`config.mk`:
```
export PLATFORM = sky130hd
export DESIGN_NAME = prog_sequencer
export DESIGN_NICKNAME = d
export VERILOG_FILES = /design/src/rtl/prog_sequencer_pkg.sv /design/src/rtl/seq_prog_ram.sv /design/src/rtl/prog_sequencer.sv
export SDC_FILE = /design/constraint.sdc
export NUM_CORES = 1
export LEC_CHECK = 0
export ABC_AREA = 1
export CORE_MARGIN = 2
export CORE_UTILIZATION = 35
export CTS_BUF_LIST = sky130_fd_sc_hd__clkbuf_16
export DETAILED_ROUTE_END_ITERATION = 8
export RECOVER_POWER = 25
export SLEW_MARGIN = 20
export SYNTH_ARGS = -nofsm -noshare
export SYNTH_HDL_FRONTEND = slang
export SYNTH_SLANG_ARGS = --single-unit
export TNS_END_PERCENT = 30
```
`constraint.sdc`:
```
create_clock -name clock -period 2.1 [get_ports clock]
set_input_delay 0.42 -clock clock [delete_from_list [all_inputs] [get_ports clock]]
set_output_delay 0.42 -clock clock [all_outputs]
set_load 0.02 [all_outputs]
```
`src/rtl/prog_sequencer_pkg.sv`:
```
// Shared definitions for the program sequencer and the code that builds programs for it.
// Latency: none (types and constants only).
// Backpressure: none.
package prog_sequencer_pkg;

    // Processor opcodes carried in instruction bits [15:13]
    localparam logic [2:0] OP_MV  = 3'b000;
    localparam logic [2:0] OP_MVT = 3'b001;
    localparam logic [2:0] OP_ADD = 3'b010;
    localparam logic [2:0] OP_SUB = 3'b011;

    // Instruction word layout: op=[15:13], imm flag=[12], rX=[11:9], immediate/rY in [8:0]
    typedef struct packed {
        logic [2:0] op;
        logic       imm;
        logic [2:0] rx;
        logic [8:0] arg;
    } instr_t;

    typedef enum logic [2:0] {
        ST_IDLE,
        ST_ISSUE,
        ST_WAIT,
        ST_ADVANCE,
        ST_HALT
    } seq_state_t;

endpackage

```
`src/rtl/seq_prog_ram.sv`:
```
// Program store: DEPTH x DATA_W words, synchronous write, registered read.
// Latency: read data appears one clock after rd_vld; a same-edge write to the read address is forwarded.
// Backpressure: none; rd_dat holds its value while rd_vld is low.
module seq_prog_ram
    import prog_sequencer_pkg::*;
#(
    parameter int DATA_W = 16,
    parameter int ADDR_W = 5
) (
    input  logic              core_clk,
    input  logic              arst_n,
    input  logic              wr_vld,
    input  logic [ADDR_W-1:0] wr_addr,
    input  logic [DATA_W-1:0] wr_dat,
    input  logic              rd_vld,
    input  logic [ADDR_W-1:0] rd_addr,
    output logic [DATA_W-1:0] rd_dat
);

    logic [DATA_W-1:0] mem [2**ADDR_W];

    // Storage array: no reset, contents survive a sequencer reset
    always_ff @(posedge core_clk) begin
        if (wr_vld) begin
            mem[wr_addr] <= wr_dat;
        end
    end

    // Read register: write-first so a word loaded on the start edge is the one issued
    always_ff @(posedge core_clk or negedge arst_n) begin
        if (!arst_n) begin
            rd_dat <= '0;
        end else if (rd_vld) begin
            rd_dat <= (wr_vld && (wr_addr == rd_addr)) ? wr_dat : mem[rd_addr];
        end
    end

endmodule

```
`src/rtl/prog_sequencer.sv`:
```
// Feeds a program from RAM to the multicycle processor one instruction at a time (Din + run pulse, wait done).
// Latency: first run pulse one cycle after start; next run two cycles after each done.
// Backpressure: each instruction waits for done up to a TIMEOUT-cycle watchdog; loads only accepted while idle.
module prog_sequencer
    import prog_sequencer_pkg::*;
#(
    parameter int DATA_W  = 16,
    parameter int ADDR_W  = 5,
    parameter int TIMEOUT = 16
) (
    input  logic              clock,
    input  logic              reset,
    input  logic              load_en,
    input  logic [ADDR_W-1:0] load_addr,
    input  logic [DATA_W-1:0] load_data,
    input  logic [ADDR_W:0]   prog_len,
    input  logic              start,
    input  logic              done,
    output logic [DATA_W-1:0] Din,
    output logic              run,
    output logic [ADDR_W-1:0] pc,
    output logic              busy,
    output logic              finished,
    output logic              error,
    output logic [ADDR_W:0]   icount
);

    localparam int              DEPTH   = 2**ADDR_W;
    localparam int              WD_W    = $clog2(TIMEOUT) + 1;
    localparam logic [ADDR_W:0] DEPTH_C = (ADDR_W+1)'(DEPTH);
    localparam logic [WD_W-1:0] WD_LAST = WD_W'(TIMEOUT - 1);

    seq_state_t        state, state_nxt;
    logic [ADDR_W-1:0] pc_nxt;
    logic [ADDR_W:0]   len, len_nxt, icount_nxt;
    logic              finished_nxt, error_nxt;
    logic [WD_W-1:0]   wdog;

    // run is a pure state decode so it drops the instant reset asserts
    assign run  = (state == ST_ISSUE);
    assign busy = (state != ST_IDLE);

    // The RAM is read on the edge entering ISSUE, using the pc that ISSUE will show
    seq_prog_ram #(
        .DATA_W (DATA_W),
        .ADDR_W (ADDR_W)
    ) u_ram (
        .core_clk (clock),
        .arst_n   (reset),
        .wr_vld   (load_en && (state == ST_IDLE)),
        .wr_addr  (load_addr),
        .wr_dat   (load_data),
        .rd_vld   (state_nxt == ST_ISSUE),
        .rd_addr  (pc_nxt),
        .rd_dat   (Din)
    );

    // Next-state and next-value logic for the sequencer
    always_comb begin
        state_nxt    = state;
        pc_nxt       = pc;
        len_nxt      = len;
        icount_nxt   = icount;
        finished_nxt = finished;
        error_nxt    = error;
        case (state)
            ST_IDLE, ST_HALT: begin
                if (start) begin
                    len_nxt    = (prog_len > DEPTH_C) ? DEPTH_C : prog_len;
                    pc_nxt     = '0;
                    icount_nxt = '0;
                    error_nxt  = 1'b0;
                    if (len_nxt == '0) begin
                        finished_nxt = 1'b1;
                        state_nxt    = ST_HALT;
                    end else begin
                        finished_nxt = 1'b0;
                        state_nxt    = ST_ISSUE;
                    end
                end else begin
                    // HALT lasts one cycle so the loader is reopened promptly
                    state_nxt = ST_IDLE;
                end
            end
            ST_ISSUE: begin
                state_nxt = ST_WAIT;
            end
            ST_WAIT: begin
                // done wins over watchdog expiry in the same cycle
                if (done) begin
                    icount_nxt = (icount == DEPTH_C) ? icount : icount + 1'b1;
                    state_nxt  = ST_ADVANCE;
                end else if (wdog == WD_LAST) begin
                    error_nxt = 1'b1;
                    state_nxt = ST_HALT;
                end
            end
            ST_ADVANCE: begin
                if (icount == len) begin
                    finished_nxt = 1'b1;
                    state_nxt    = ST_HALT;
                end else begin
                    pc_nxt    = pc + 1'b1;
                    state_nxt = ST_ISSUE;
                end
            end
            default: begin
                state_nxt = ST_IDLE;
            end
        endcase
    end

    // State and status registers; the watchdog counts from the run pulse and is cleared elsewhere
    always_ff @(posedge clock or negedge reset) begin
        if (!reset) begin
            state    <= ST_IDLE;
            pc       <= '0;
            len      <= '0;
            icount   <= '0;
            finished <= 1'b0;
            error    <= 1'b0;
            wdog     <= '0;
        end else begin
            state    <= state_nxt;
            pc       <= pc_nxt;
            len      <= len_nxt;
            icount   <= icount_nxt;
            finished <= finished_nxt;
            error    <= error_nxt;
            wdog     <= ((state == ST_ISSUE) || (state == ST_WAIT)) ? wdog + 1'b1 : '0;
        end
    end

endmodule

```
==> run summary <==
Die area - 73100 sq um
Tcrit/Tclk final - 127%
Final min period - 2.67 ns
DP Wirelength - 46200 um
DR WL/cell - 21.6 um
CP Capture Point - u_ram.rd_dat[0]$_DFFE_PN0N_
CTS tree - built
Kind of end point of the critical path - flip-flop
Mapped cell area - 24800 sq um
Post-route cell area - 32800 sq um
Logic pwr share - 48.3%
Initial antenna violation count - 1
Seq/Total Area, Yosys - 66.2%
End-of-flow core utilization - 46.7%
Vias per cell - 5.20
Fraction of registers with async set/reset - 7.75%
Insertion delay to the later sink of the worst-skew pair - 0.63 ns
PD cells - 1350 nW/um^2
LEAKAGE - 13.3 nW
Max clock buf depth - 3
Area fraction in compound gates after synthesis - 0.998%
Layout cells sized above 1 - 22.7%
CP max stage cell - dfrtp_2
FILL cells - 6239
Clock power share - 22.8%
Data arrival, critical path - 3.22 ns
Critical Path Source Type - flip-flop
Simple-Gate Fraction of Synth Area - 24.6%
Failing checks - setup timing
Hold Path Class - input pin to asynchronous set/reset pin
Core Rows - 97
Vias - 18677
Peak supply drop - 0.667 mV
Num ports - 63
Clk_skew - 0.0153 ns
RSZ-0062 raised after global routing - true
Multi-input logic area - 7580 sq um
Antenna Violating Nets Remaining - 0
Cell Area, Placed - 28500 sq um
Fin Hold WS - 0.382 ns
Setup TNS - -8.24 ns
Main flop type after synthesis - edfxtp_1
H-tree Lvls - 2
Synth Register Bits - 555
Reg2reg end - u_ram.rd_dat[0]$_DFFE_PN0N_
Synth warn - 0
Worst Path Required - 2.65 ns
First-pass GRT wire length - 113000 um
Placer Congestion - 0.915
Switching Fraction - 38.3%
Crit Path Category - flip-flop to flip-flop
Total chip power - 44.2 mW
Setup violators final - 16
Core Box Area - 70100 sq um
Final wirelength - 77400 um
Int Pwr - 27.2 mW
Syn Nets - 2365
Worst setup margin - -0.570 ns
DR pass1 iterations - 6
Ant diodes - 0
Fmax - 0.375 GHz
Tot GR Track Use - 20.4%
Largest family of logic cells by synthesized area - simple AND/OR/NAND/NOR gates
Post-synth cell types - 34
EDFF count, synth - 512
Initial core utilization - 35.4%
Reg-to-reg critical path startpoint - icount[0]$_DFFE_PN0P_
Register-to-register setup slack - -0.57 ns
Synth-to-layout area growth - 32.0%
Synth Area in Adders - 0.252%
CP max stage delay - 0.42 ns
Clk slew on worst S/H paths - 0.06 ns
Cells along the critical path - xor2_2 -> nor2_2 -> buf_4 -> nand4_1 -> buf_4 -> nand3_4 -> buf_6 -> nand2_4 -> clkbuf_16 -> nand2_1 -> nand3_1 -> nand3_1 -> nand3_2 -> nand2_2 -> nand2_2 -> nand3_2 -> nand2_2 -> nand2_1
Drt first-iter violations - 2086
Worst Setup SP - icount[0]$_DFFE_PN0P_
Clock sinks - 555
Clock Tree Root - clkbuf_16
Cell count after synthesis - 2328
Outcome - finished with violations
PortBufs - 62
Reg area - 16500 sq um
Max-slew violation count - 0
Final Non-Filler Cells - 3592
Max_slew headroom - 32.3%
FF-to-FF path depth - 18
Maxcap violations - 0
Worst slew pin tran - 1.02 ns
Xor and xnor area share after synthesis - 0.106%
# DRC - 0
Nets@finish - 2642
Cell mode on critical path - nand2_2
Final hold vios - 0
Die width - 270 um
Total CTS buffers - 57
Seq pwr share - 28.9%
Mux cell area share after synthesis - 0%
Total global routing overflow - 0
Largest net degree at the start of global routing - 45
Die Span Y - 270 um
Worst-path maximum fanout - 11
Post-placement cell count - 3410
Switch Pwr - 16.9 mW
Syn_area_per_cell - 10.7 sq um
Place WS - -0.976 ns
Vias in the first global route - 18172
-- logic make-up (layout without fill, tap and decap cells) --
group,after synthesis,after routing
and+or+nand+nor,1240,1243
xor gates and xnor gates,3,3
buffers and inverters,479,800
DFF,555,555
AOI/OAI and AO/OA,46,46
adders and majority gates,5,5
-- synthesized netlist by cell type (all sizes together), types with 3 or more instances --
library cell,number,area [sq um]
a21oi,20,111
buf,102,529
clkbuf,31,116
dfrtp,43,1080
edfxtp,512,15400
ha,5,62.6
inv,345,1290
nand2,433,1650
nand3,533,2680
nand3b,184,1380
nand4,4,25.0
nor2,77,302
nor3,6,41.3
o21ai,23,115
xor2,3,26.3
-- state kept, by name, indices dropped and copies added (netlist names) --
name,cells
error,1
u_ram.mem,512
state,3
wdog,5
icount,6
finished,1
u_ram.rd_dat,16
pc,5
len,6
-- layout make-up --
cell class	instances	area share, %
sequential	555	50.2
multi-input combinational	1297	23.1
clock buffer	57	4.35
tap	940	3.59
timing repair buffer	348	13.5
clock inverter	49	1.28
inverter	346	3.98
-- placed cells by master (no fill, tap or decap), drive strengths merged, types with 2 or more instances in the layout --
cell,n
a21oi,20
buf,268
bufbuf,6
bufinv,7
clkbuf,72
clkdlybuf4s50,26
clkinv,26
dfrtp,43
dlygate4sd2,18
dlygate4sd3,13
dlymetal6s2s,2
edfxtp,512
ha,5
inv,361
nand2,436
nand3,533
nand3b,184
nand4,4
nor2,77
nor3,6
o21ai,23
xor2,3
-- metal layers --
layer	up-vias	routed length, um	track usage (%)
met1	9215	32000	27.3
met4	0	2920	8.10
met5	-	0	0
li1	8467	-	-
met3	176	6060	3.34
met2	819	36500	33.3
-- worst min path at each step --
stage | from | endpoint | slack [ns] | cells past startpoint
2_1_floorplan | reset | error$_DFFE_PN0P_ | 0.12 | 0
3_3_place_gp | wdog[0]$_DFF_PN0_ | wdog[0]$_DFF_PN0_ | 0.45 | 1
3_5_place_dp | reset | finished$_DFFE_PN0P_ | 0.48 | 1
4_1_cts | reset | finished$_DFFE_PN0P_ | 0.36 | 2
5_1_grt | reset | finished$_DFFE_PN0P_ | 0.39 | 2
6_report | reset | finished$_DFFE_PN0P_ | 0.38 | 2
-- power groups by stage --
stage | Sequential, mW | Clock (mW) | Combinational, mW
global route | 12.8 | 10.6 | 22.8
finish | 12.8 | 10.1 | 21.4
CTS | 12.7 | 10.2 | 19.4
detailed placement | 13.0 | 0 | 15.8
floorplan | 13.2 | 0 | 9.44
global placement | 13.0 | 0 | 15.7
-- critical path: cells and delay by family (launching register included) --
| family | cells | cell delay [ns] |
|---|---|---|
| xor gates and xnor gates | 1 | 0.18 |
| buffers and inverters | 4 | 0.67 |
| DFF | 1 | 0.42 |
| and+or+nand+nor | 13 | 1.30 |
-- repair_timing --
action,CTS,global route
endpoints found under the setup margin,45,110
gates cloned,18,10
buffers inserted,34,19
gates resized for setup,203,134
endpoints found under the hold margin,21,0
pin swaps,36,51
hold buffers,1,0
Note: power is estimated with default switching activity, not from simulation.
